`src/rtl/digital_clock_gen.sv`:
```
`default_nettype none
// ============================================================================
// Module   : digital_clock_gen
// Purpose  : Time-of-day clock with internal seconds prescaler, run/stop,
//            range-checked time/alarm loads, alarm pulse and 12/24-hour
//            BCD display digits.
// Revision : 1.0 - initial release
// ============================================================================
module digital_clock_gen #(
  parameter int TICKS_PER_SEC = 50000000,
  parameter int PRE_W         = $clog2(TICKS_PER_SEC)
) (
  input  logic        clk,
  input  logic        rst,
  input  logic        run,
  input  logic        time_ow,
  input  logic [16:0] time_in,
  input  logic        alarm_set,
  input  logic [16:0] alarm_in,
  input  logic        alarm_en,
  input  logic        mode_12h,
  output logic [16:0] time_out,
  output logic        sec_tick,
  output logic        alarm_hit,
  output logic        load_err,
  output logic        pm,
  output logic [3:0]  sec_1s,
  output logic [3:0]  sec_10s,
  output logic [3:0]  min_1s,
  output logic [3:0]  min_10s,
  output logic [3:0]  hr_1s,
  output logic [3:0]  hr_10s
);

  localparam logic [PRE_W-1:0] c_pre_max = PRE_W'(TICKS_PER_SEC - 1);

  logic [PRE_W-1:0] r_pre;
  logic [16:0]      r_time;
  logic [16:0]      r_alarm;
  logic             r_sec_tick;
  logic             r_alarm_hit;
  logic             r_load_err;

  logic [4:0]  w_hr;
  logic [5:0]  w_min;
  logic [5:0]  w_sec;
  logic [4:0]  w_nxt_hr;
  logic [5:0]  w_nxt_min;
  logic [5:0]  w_nxt_sec;
  logic [16:0] w_nxt_time;
  logic        w_wrap;
  logic        w_time_ok;
  logic        w_alarm_ok;
  logic [4:0]  w_hr_disp;

  assign w_hr  = r_time[16:12];
  assign w_min = r_time[11:6];
  assign w_sec = r_time[5:0];

  // The advance event is the prescaler wrap cycle, only while running
  assign w_wrap = run && (r_pre == c_pre_max);

  assign w_time_ok  = (time_in[16:12] <= 5'd23) && (time_in[11:6] <= 6'd59) &&
                      (time_in[5:0] <= 6'd59);
  assign w_alarm_ok = (alarm_in[16:12] <= 5'd23) && (alarm_in[11:6] <= 6'd59) &&
                      (alarm_in[5:0] <= 6'd59);

  // Time one second after the current time, with sec/min/hour carries
  always_comb begin
    w_nxt_sec = w_sec + 6'd1;
    w_nxt_min = w_min;
    w_nxt_hr  = w_hr;
    if (w_sec == 6'd59) begin
      w_nxt_sec = 6'd0;
      if (w_min == 6'd59) begin
        w_nxt_min = 6'd0;
        w_nxt_hr  = (w_hr == 5'd23) ? 5'd0 : w_hr + 5'd1;
      end else begin
        w_nxt_min = w_min + 6'd1;
      end
    end
  end

  assign w_nxt_time = {w_nxt_hr, w_nxt_min, w_nxt_sec};

  // Prescaler, time register and the registered pulse outputs; a valid time
  // load wins over a coincident advance and suppresses its tick and alarm
  always_ff @(posedge clk or posedge rst) begin
    if (rst) begin
      r_pre       <= '0;
      r_time      <= '0;
      r_sec_tick  <= 1'b0;
      r_alarm_hit <= 1'b0;
    end else if (time_ow && w_time_ok) begin
      r_pre       <= '0;
      r_time      <= time_in;
      r_sec_tick  <= 1'b0;
      r_alarm_hit <= 1'b0;
    end else if (w_wrap) begin
      r_pre       <= '0;
      r_time      <= w_nxt_time;
      r_sec_tick  <= 1'b1;
      r_alarm_hit <= alarm_en && (w_nxt_time == r_alarm);
    end else begin
      if (run) begin
        r_pre <= r_pre + PRE_W'(1);
      end
      r_sec_tick  <= 1'b0;
      r_alarm_hit <= 1'b0;
    end
  end

  // Alarm register and the combined single-cycle load rejection pulse
  always_ff @(posedge clk or posedge rst) begin
    if (rst) begin
      r_alarm    <= '0;
      r_load_err <= 1'b0;
    end else begin
      if (alarm_set && w_alarm_ok) begin
        r_alarm <= alarm_in;
      end
      r_load_err <= (time_ow && !w_time_ok) || (alarm_set && !w_alarm_ok);
    end
  end

  // Displayed hour: 12-hour mode maps 0 to 12 and 13..23 down by 12
  always_comb begin
    w_hr_disp = w_hr;
    if (mode_12h) begin
      if (w_hr == 5'd0) begin
        w_hr_disp = 5'd12;
      end else if (w_hr > 5'd12) begin
        w_hr_disp = w_hr - 5'd12;
      end
    end
  end

  assign time_out  = r_time;
  assign sec_tick  = r_sec_tick;
  assign alarm_hit = r_alarm_hit;
  assign load_err  = r_load_err;
  assign pm        = (w_hr >= 5'd12);

  assign sec_1s  = 4'(w_sec % 6'd10);
  assign sec_10s = 4'(w_sec / 6'd10);
  assign min_1s  = 4'(w_min % 6'd10);
  assign min_10s = 4'(w_min / 6'd10);
  assign hr_1s   = 4'(w_hr_disp % 5'd10);
  assign hr_10s  = 4'(w_hr_disp / 5'd10);

endmodule
`default_nettype wire

```
`config.mk`:
```
export PLATFORM = sky130hd
export DESIGN_NAME = digital_clock_gen
export DESIGN_NICKNAME = d
export VERILOG_FILES = /design/src/rtl/digital_clock_gen.sv
export SDC_FILE = /design/constraint.sdc
export NUM_CORES = 1
export LEC_CHECK = 0
export ABC_AREA = 1
export BUFFER_PORTS_ARGS = -buffer_cell sky130_fd_sc_hd__buf_2
export CAP_MARGIN = 10
export CORE_MARGIN = 3
export CORE_UTILIZATION = 30
export CTS_CLUSTER_SIZE = 40
export DETAILED_ROUTE_END_ITERATION = 12
export GPL_ROUTABILITY_DRIVEN = 0
export SLEW_MARGIN = 20
export SYNTH_ARGS = -nofsm -noshare
export SYNTH_HDL_FRONTEND = slang
export SYNTH_SLANG_ARGS = --single-unit
```
`constraint.sdc`:
```
create_clock -name clk -period 3.1 [get_ports clk]
set_clock_uncertainty 0.15 [all_clocks]
set_input_delay 0.465 -clock clk [delete_from_list [all_inputs] [get_ports clk]]
set_output_delay 0.465 -clock clk [all_outputs]
set_load 0.1 [all_outputs]
```
==> impl_metrics.csv, run 1 <==
group,metric,value,unit
final_layout,syn_to_final_growth,38.7,%
timing,layout_setup_ws,-0.407,ns
timing,holdWs,0.214,ns
synthesis,yosys.area_share.simple,0.378,
hold_path,hp-class,"in -> reg",
critical_path,path_delay_family,"simple AND/OR/NAND/NOR gates",
global_route,grt_max_degree,64,
synthesis,synth_top_family_by_area,"simple AND/OR/NAND/NOR gates",
routing,wl_per_cell,13.6,um
timing,finalHoldViolations,0,
synthesis,synthesis.area,4870,sq um
timing,worstMarginPinSlew,0.839,ns
synthesis,synth_xor_area_frac,0.0249,
placement,dp_hpwl,10.7,mm
run_status,violations,"setup timing",
critical_path,cp_max_fo,4,
floorplan,initial_core_util,0.314,
critical_path,worst_path_most_repeated_cell,"nand3_2",
floorplan,fp.dieH,133,um
floorplan,std_cell_rows,45,
clocking,clk_pin_slew_worst_paths,0.06,ns
synthesis,synth-edff-count,0,
pwr,power_density,764,nW/um^2
critical_path,cp_slowest_stage_delay,0.45,ns
critical_path,end_kind,"primary output",
clocking,cts_tree,"built",
routing,vias,4971,
clocking,cts.htree.levels,3,
critical_path,crit_buf_inv,5,
placement,place_area,6200,sq um
floorplan,pin_count,86,
synthesis,avgSynthCellArea,7.05,sq um
critical_path,reg2reg_depth,14,
critical_path,startpoint,"time_out[14]$_DFFE_PP0P_",
critical_path,critical_path_class,"reg -> out",
critical_path,timing.rr.end,"alarm_hit$_DFF_PP0_",
global_route,grt_antenna_before_repair,1,
timing,maxSlewHeadroom,0.440,
critical_path,critPathLaunchType,"flop",
critical_path,worst_path_max_delay_cell,"dfrtp_2",
floorplan,die_w,133,um
final_layout,layout.nets,887,
synthesis,ys_warn_count,0,
synthesis,synth_seq_cells,63,
synthesis,synthArstFlopShare,1.00,
synthesis,yosysSeqAreaShare,0.324,
hold_path,holdPathStages,2,
floorplan,core,15500,sq um
routing,via_per_inst,4.77,
timing,setup_viol,4,
final_layout,layout-drive-gt1-share,0.325,
synthesis,muxShareOfSynthArea,0.0139,
floorplan,dieArea,17800,sq um
critical_path,worst_r2r_startpoint,"time_out[1]$_DFFE_PP0P_",
global_route,grt.total_usage,0.160,
global_route,grt.overflow.total,0,
clocking,cts.path.max_buffers,2,
synthesis,ys.flop_type,"dfrtp_1",
timing,rsz0062_at_grt,"yes",
pwr,leakagePower,3.18,nW
routing,drt_iter0_drc,285,
hold_path,hold_path.startpoint,"alarm_in[1]",
hold_path,min_to,"r_alarm[1]$_DFFE_PP0P_",
timing,drv_slew,0,
critical_path,reg2reg_slack,0.54,ns
timing,fmax,0.285,GHz
clocking,cts_num_sinks,63,
placement,io_buffers,81,
clocking,cts_root_buf,"clkbuf_16",
final_layout,finish.instance_area,6760,sq um
synthesis,synthDistinctLibCells,46,
clocking,cts_buffers,9,
critical_path,crit_arrival,2.89,ns
critical_path,cp.required,2.48,ns
timing,period_needed,3.51,ns
routing,first_pass_iters,5,
routing,drc,0,
global_route,grt_pass1_wl,23.3,mm
timing,finalCritPeriodShare,1.13,
clocking,hold_buffers,0,
final_layout,final_core_util,0.435,
global_route,grt_pass1_vias,4782,
clocking,clk_latency,0.33,ns
critical_path,crit_chain,"ha_4 > nand3_4 > nand3_2 > nand2_2 > nand3_2 > inv_2 > ha_4 > inv_2 > nand4_1 > nand3_2 > nand2_2 > inv_2 > ha_4 > o21bai_1 > inv_1 > nand3_2 > nand2_4 > nand2_8 > nand2_4 > nand2_8 > buf_12",
synthesis,synth_compound_gate_area_share,0.110,
job,maxCapViolCount,0,
routing,totalWireLength,14.2,mm
final_layout,fill_cells,1590,
pwr,ir_drop,0.687,mV
run_status,status,"complete, but fails checks",
synthesis,synthCells,691,
routing,ant_nets,0,
synthesis,synth_fa_ha_area_frac,0.0514,
## routing by layer
metal  track usage  part of all wire  vias to the layer above
met3        0.0408             0.050                       10
met4        0.0349             0.011                        0
met5             0                 0                        -
li1              -                 -                     2538
met2         0.267              0.48                      126
met1         0.209              0.46                     2297
## worst register-to-register path, stage by stage (launching register included)
cell and delay, ns:
dfrtp_1 0.62, ha_1 0.32, nand3_2 0.11, nor2_4 0.22
buf_4 0.25, nand2_1 0.12, inv_2 0.08, nand2_1 0.05
nand2_1 0.07, nand3_1 0.10, nand2_1 0.07, nand2_1 0.05
nor2_1 0.09, nand3_1 0.07, nor2_1 0.12
## cell usage in the layout (no fill, tap or decap), types with 9 or more instances in the layout
cell       netlist  layout
a21oi_1         22      21
dfrtp_1         63      51
o221ai_1        10      10
buf_4            7      58
dfrtp_2          0      12
nand2_1        175     157
nand2_2         10      14
inv_1           83      74
clkbuf_16        0       9
nand4_1         25      25
o21ai_0         26      25
nand3_2          8      13
nor3_1          16      16
ha_1            20      14
nand3_1         60      52
buf_2            4      69
nor2_1          67      66
nand2_8          0      11
inv_2            7      14
## sequential cells by signal, summed over array words and instances, names as in the netlist
| register | cells |
|---|---|
| r_pre | 26 |
| r_alarm | 17 |
| sec_tick | 1 |
| time_out | 17 |
| alarm_hit | 1 |
| load_err | 1 |
## where the power goes
part	switching, W	internal (W)	leakage (nW)	total, W
clock network	0.000368	0.000725	0.156	0.00109
registers	0.0000881	0.000900	0.792	0.000988
logic	0.00210	0.000986	2.23	0.00308
## cell usage after synthesis, types with 5 or more instances
cell type | n | area share
a21oi_1 | 22 | 0.023
buf_4 | 7 | 0.011
dfrtp_1 | 63 | 0.32
ha_1 | 20 | 0.051
inv_1 | 83 | 0.064
inv_2 | 7 | 0.0054
mux2_2 | 6 | 0.014
nand2_1 | 175 | 0.13
nand2_2 | 10 | 0.013
nand3_1 | 60 | 0.062
nand3_2 | 8 | 0.016
nand3b_1 | 5 | 0.0077
nand4_1 | 25 | 0.032
nor2_1 | 67 | 0.052
nor2_2 | 7 | 0.0090
nor3_1 | 16 | 0.016
nor3_2 | 5 | 0.010
o211ai_1 | 7 | 0.011
o21ai_0 | 26 | 0.027
o221ai_1 | 10 | 0.018
xor2_1 | 9 | 0.016
## worst max-delay path by stage
stage	cells past startpoint	slack (ns)	endpoint
finish	21	-0.41	hr_1s[1]
global route	21	-0.59	hr_1s[1]
CTS	21	-0.41	hr_1s[1]
detailed placement	20	-0.17	hr_1s[2]
global placement	20	-0.11	hr_1s[2]
floorplan	20	-0.51	hr_1s[1]
## through the flow
| step | cells | setup TNS, ns | setup WS [ns] | power, W |
|---|---|---|---|---|
| floorplan | 694 | -2.35 | -0.508 | 0.00321 |
| global placement | 1009 | -0.331 | -0.113 | 0.00389 |
| detailed placement | 1009 | -0.565 | -0.174 | 0.00391 |
| CTS | 1038 | -1.59 | -0.405 | 0.00514 |
| global route | 1043 | -2.30 | -0.587 | 0.00542 |
| finish | 1043 | -1.59 | -0.407 | 0.00516 |
## final cells by class
| type | instances | area [sq um] | share of cell area |
|---|---|---|---|
| timing repair buffer | 139 | 966 | 0.143 |
| inverter | 94 | 360 | 0.0533 |
| antenna | 1 | 2.50 | 0.000370 |
| multi-input combinational | 519 | 3250 | 0.481 |
| tap | 211 | 264 | 0.0391 |
| clock buffer | 11 | 243 | 0.0359 |
| sequential | 63 | 1590 | 0.235 |
| clock inverter | 5 | 81.3 | 0.0120 |
## cell families (layout without fill, tap and decap cells)
| group | after synthesis | after routing |
|---|---|---|
| other cells | 1 | 5 |
| compound gates | 84 | 84 |
| buf+inv | 112 | 249 |
| xor+xnor | 13 | 13 |
| mux | 6 | 6 |
| simple gates | 392 | 392 |
| flops | 63 | 63 |
| fa+ha+maj | 20 | 20 |
## repair_timing
item / 4_1_cts / 5_1_grt
setup endpoints to repair: 6 / 12
gates resized for setup: 12 / 14
setup buffers: 13 / 4
pin swaps: 11 / 11
No activity file was read; power rests on OpenSTA's default activity.
==> inputs of run 2 (changes only) <==
--- a/constraint.sdc
+++ b/constraint.sdc
@@ -4,2 +4,2 @@
 set_output_delay 0.465 -clock clk [all_outputs]
-set_load 0.1 [all_outputs]
+set_load 0.02 [all_outputs]
==> impl_metrics.csv, run 2 (synthesis results as in run 1) <==
group,metric,value,unit
floorplan,pin_count,86,
global_route,grt_pass1_wl,23.9,mm
floorplan,initial_core_util,0.314,
pwr,ir_drop,0.312,mV
final_layout,largest_register_ffs,26,
timing,layout_setup_ws,-0.339,ns
final_layout,seqCellArea,1580,sq um
critical_path,timing.rr.end,"alarm_hit$_DFF_PP0_",
pwr,leakagePower,3.07,nW
critical_path,end_kind,"primary output",
floorplan,core,15500,sq um
pwr,power_density,569,nW/um^2
final_layout,final_core_util,0.406,
run_status,violations,"setup timing",
timing,period_needed,3.44,ns
critical_path,cp_max_fo,6,
clocking,clk_latency,0.34,ns
routing,vias,4937,
critical_path,cp.required,2.48,ns
final_layout,final_cell_mix,"167 x nand2_1, 78 x buf_2, 75 x inv_1",
global_route,grt_pass1_vias,4755,
clocking,cts_root_buf,"clkbuf_16",
placement,io_buffers,81,
placement,dp_hpwl,10.9,mm
clocking,cts.htree.levels,3,
floorplan,die_w,133,um
final_layout,layout.nets,876,
critical_path,crit_chain,"ha_4 > nand3_4 > nand3_4 > nand2_2 > nand3_2 > inv_2 > ha_4 > inv_2 > nand4_1 > nand3_2 > nand2_2 > inv_2 > ha_4 > o21bai_1 > inv_1 > nand3_2 > nand2_4 > nand2_8 > nand2_4 > nand2_4 > buf_6",
routing,drc,0,
routing,first_pass_iters,5,
critical_path,critical_path_class,"reg -> out",
timing,maxSlewHeadroom,0.538,
routing,via_per_inst,4.79,
critical_path,critPathLaunchType,"flop",
critical_path,crit_arrival,2.82,ns
critical_path,cp_slowest_stage_delay,0.47,ns
floorplan,std_cell_rows,45,
placement,dp.cells,1001,
global_route,grt_max_degree,35,
final_layout,top_register,"r_pre",
timing,finalCritPeriodShare,1.11,
critical_path,worst_r2r_startpoint,"time_out[1]$_DFFE_PP0P_",
timing,setup_viol,4,
timing,drv_slew,0,
clocking,cts.path.max_buffers,2,
final_layout,mostFrequentLayoutCell,"nand2_1",
final_layout,fin_cells,1031,
global_route,grt_antenna_before_repair,0,
final_layout,multi_input_area,3000,sq um
final_layout,layout-drive-gt1-share,0.283,
job,maxCapViolCount,0,
timing,finalHoldViolations,0,
routing,wl_per_cell,13.8,um
floorplan,dieArea,17800,sq um
timing,worstMarginPinSlew,0.692,ns
critical_path,crit_buf_inv,5,
critical_path,path_delay_family,"simple AND/OR/NAND/NOR gates",
critical_path,reg2reg_slack,0.71,ns
routing,drt_iter0_drc,323,
clocking,cts_num_sinks,63,
routing,totalWireLength,14.2,mm
routing,ant_nets,0,
clocking,clk_pin_slew_worst_paths,0.05,ns
global_route,grt.overflow.total,0,
timing,rsz0062_at_grt,"yes",
floorplan,fp.dieH,133,um
run_status,status,"complete, but fails checks",
timing,setup_tns,-1.27,ns
hold_path,hp-class,"in -> async",
timing,fmax,0.291,GHz
placement,dp_slack,-0.0880,ns
final_layout,fill_cells,1639,
critical_path,reg2reg_depth,12,
clocking,cts_buffers,9,
final_layout,syn_to_final_growth,29.4,%
critical_path,worst_path_max_delay_cell,"dfrtp_2",
global_route,grt.total_usage,0.164,
clocking,hold_buffers,0,
clocking,cts_tree,"built",
final_layout,insertedDiodeCount,0,
run 2: where the power goes:
| part | total (W) | internal (W) | switching [W] |
|---|---|---|---|
| Sequential | 0.000989 | 0.000897 | 0.0000920 |
| Combinational | 0.00154 | 0.000630 | 0.000911 |
| Clock | 0.00105 | 0.000685 | 0.000368 |
| Total | 0.00358 | 0.00221 | 0.00137 |
run 2: worst max-delay path by stage:
stage | start | endpoint | slack, ns | depth (start not counted)
2_1_floorplan | time_out[12]$_DFFE_PP0P_ | hr_1s[1] | 0.005 | 20
3_3_place_gp | time_out[14]$_DFFE_PP0P_ | hr_1s[1] | -0.005 | 21
3_5_place_dp | time_out[14]$_DFFE_PP0P_ | hr_1s[2] | -0.09 | 20
4_1_cts | time_out[14]$_DFFE_PP0P_ | hr_1s[3] | -0.32 | 21
5_1_grt | time_out[14]$_DFFE_PP0P_ | hr_1s[1] | -0.53 | 21
6_report | time_out[14]$_DFFE_PP0P_ | hr_1s[1] | -0.34 | 21
run 2: worst reg2reg max path: cells and delay by family, from the launching register on:
| family | cells | cell delay [ns] |
|---|---|---|
| flip-flops | 1 | 0.50 |
| buffers and inverters | 1 | 0.25 |
| adder cells (fa/ha/maj) | 1 | 0.29 |
| AND/OR/NAND/NOR | 10 | 1.12 |
run 2: layer usage:
metal / vias up / wire (um) / track usage
li1: 2516 / - / -
met1: 2301 / 6550 / 0.221
met2: 108 / 6870 / 0.272
met3: 12 / 641 / 0.0325
met4: 0 / 158 / 0.0383
met5: - / 0 / 0
run 2: repair_timing:
action	CTS	global route
endpoints found under the setup margin	4	8
buffers inserted	12	2
pin swaps	15	11
resized for setup	12	8
run 2: layout make-up:
class,instances,share of cell area
multi-input cells,519,0.476
clock buffers,13,0.0429
repair buffers,128,0.125
well taps,211,0.0419
clock inverters,3,0.00635
inverters,94,0.0568
flip-flops and latches,63,0.251
run 2: per-stage QoR:
stage	hold slack (ns)	power [W]	cell area (sq um)
after global routing	0.147	0.00382	6300
after detailed placement	0.349	0.00240	5810
after floorplan	0.325	0.00198	5000
final	0.0819	0.00358	6300
after global placement	0.344	0.00239	5810
after CTS	0.112	0.00357	6250
==> inputs of run 3 (changes only) <==
Settings changed: CORE_MARGIN 3 to default.
==> impl_metrics.csv, run 3 (synthesis results as in run 1) <==
group,metric,value,unit
run_status,status,"complete, but fails checks",
run_status,violations,"setup timing",
critical_path,reg2reg_slack,0.69,ns
timing,drv_slew,0,
routing,vias,4932,
final_layout,seqCellArea,1580,sq um
pwr,total_power,0.00359,W
final_layout,multi_input_area,2990,sq um
critical_path,reg2reg_depth,12,
floorplan,fp.dieH,129,um
routing,wl_per_cell,13.6,um
critical_path,worst_r2r_startpoint,"time_out[1]$_DFFE_PP0P_",
global_route,grt_pass1_vias,4608,
final_layout,syn_to_final_growth,28.6,%
timing,rsz0062_at_grt,"yes",
placement,io_buffers,81,
global_route,top_usage_layer,"met2",
final_layout,fin_cells,1031,
global_route,met1_usage,0.229,
critical_path,cp_max_fo,5,
critical_path,end_kind,"primary output",
critical_path,cp.required,2.48,ns
critical_path,crit_arrival,2.83,ns
final_layout,mostFrequentLayoutCell,"nand2_1",
final_layout,layout.nets,870,
clocking,hold_buffers,0,
clocking,clk_pin_slew_worst_paths,0.06,ns
timing,layout_setup_ws,-0.349,ns
pwr,ir_drop,0.271,mV
critical_path,critical_path_class,"reg -> out",
clocking,cts_buffers,9,
final_layout,fill_cells,1674,
routing,drt_iter0_drc,368,
clocking,cts_tree,"built",
global_route,grt_antenna_before_repair,1,
routing,totalWireLength,14.0,mm
routing,first_pass_iters,7,
placement,dp_hpwl,10.6,mm
floorplan,die_w,129,um
critical_path,critPathLaunchType,"flop",
global_route,met2_usage,0.289,
routing,drc,0,
pwr,power_density,573,nW/um^2
critical_path,cp_slowest_stage_delay,0.46,ns
timing,finalHoldViolations,0,
floorplan,core,15900,sq um
timing,worstMarginPinSlew,0.640,ns
critical_path,timing.rr.end,"alarm_hit$_DFF_PP0_",
critical_path,worst_path_max_delay_cell,"dfrtp_2",
hold_path,hp-class,"in -> async",
timing,maxSlewHeadroom,0.573,
timing,period_needed,3.45,ns
placement,dp.cells,1003,
final_layout,largest_register_ffs,26,
timing,fmax,0.290,GHz
global_route,use_met3,0.0367,
pwr,leakagePower,3.04,nW
final_layout,final_cell_mix,"167 x nand2_1, 78 x buf_2, 75 x inv_1",
final_layout,top_register,"r_pre",
floorplan,std_cell_rows,46,
floorplan,pin_count,86,
final_layout,layout-drive-gt1-share,0.278,
clocking,cts_root_buf,"clkbuf_16",
global_route,grt.total_usage,0.174,
clocking,cts.path.max_buffers,2,
clocking,clk_latency,0.33,ns
floorplan,dieArea,16800,sq um
timing,finalCritPeriodShare,1.11,
global_route,grt_pass1_wl,22.9,mm
job,maxCapViolCount,0,
global_route,grt.overflow.total,0,
global_route,grt_max_degree,27,
timing,setup_viol,4,
critical_path,crit_chain,"ha_4 > nand3_4 > nand3_2 > nand2_2 > nand3_2 > inv_2 > ha_4 > inv_2 > nand4_1 > nand3_2 > nand2_2 > inv_2 > ha_4 > o21bai_1 > inv_1 > nand3_2 > nand2_4 > nand2_8 > nand2_4 > nand2_4 > buf_6",
clocking,cts.htree.levels,3,
routing,via_per_inst,4.78,
clocking,cts_num_sinks,63,
routing,ant_nets,0,
critical_path,worst_path_most_repeated_cell,"nand3_2",
floorplan,initial_core_util,0.307,
==> run 3: report_power, final <==
part           leakage, nW  switching, W  internal (W)
logic                 2.08      0.000899      0.000606
clock network        0.157      0.000370      0.000723
registers            0.801     0.0000909      0.000897
==> run 3: how the worst max path moves through the flow <==
stage | from | to | slack, ns | cells past startpoint
6_report | time_out[14]$_DFFE_PP0P_ | hr_1s[1] | -0.35 | 21
5_1_grt | time_out[14]$_DFFE_PP0P_ | hr_1s[1] | -0.55 | 21
4_1_cts | time_out[14]$_DFFE_PP0P_ | hr_1s[3] | -0.32 | 21
3_5_place_dp | time_out[12]$_DFFE_PP0P_ | hr_1s[3] | -0.04 | 20
3_3_place_gp | time_out[14]$_DFFE_PP0P_ | hr_1s[1] | 0.0003 | 21
2_1_floorplan | time_out[12]$_DFFE_PP0P_ | hr_1s[1] | 0.005 | 20
==> run 3: through the flow <==
step           worst slack (ns)  cell area, sq um  hold slack (ns)   util  setup TNS, ns
5_1_grt                  -0.548              6260            0.103  0.394          -2.09
3_3_place_gp           0.000305              5790            0.352  0.365              0
2_1_floorplan           0.00528              5000            0.325      -              0
6_report                 -0.349              6260           0.0668  0.394          -1.29
3_5_place_dp            -0.0352              5790            0.353  0.365         -0.102
4_1_cts                  -0.318              6220           0.0830  0.392          -1.18
==> run 3: worst max-delay path, delay by kind of cell (launching register included) <==
kind / cells / cell delay (ns)
flip-flops: 1 / 0.46
adder cells (fa/ha/maj): 3 / 0.46
buffers and inverters: 5 / 0.35
AND/OR/NAND/NOR: 12 / 1.06
AO/OA/AOI/OAI: 1 / 0.14
==> run 3: repair_timing <==
item | 4_1_cts | 5_1_grt
endpoints found under the hold margin | 0 | 0
pin swaps | 16 | 13
endpoints found under the setup margin | 4 | 7
buffers inserted | 9 | 2
gates resized for setup | 13 | 6
==> run 3: layout make-up <==
| class | count | area share |
|---|---|---|
| multi-input cells | 519 | 0.477 |
| flip-flops and latches | 63 | 0.253 |
| repair buffers | 122 | 0.119 |
| inverters | 94 | 0.0571 |
| well taps | 216 | 0.0431 |
| clock buffers | 12 | 0.0394 |
| clock inverters | 4 | 0.0112 |
| diodes | 1 | 0.000400 |
==> run 3: routing by layer <==
metal  vias to the layer above  wire, um  part of all wire
met5                         -         0                 0
met4                         0       167             0.012
met3                        15       724             0.052
met2                       137      6600              0.47
met1                      2277      6490              0.46
li1                       2503         -                 -
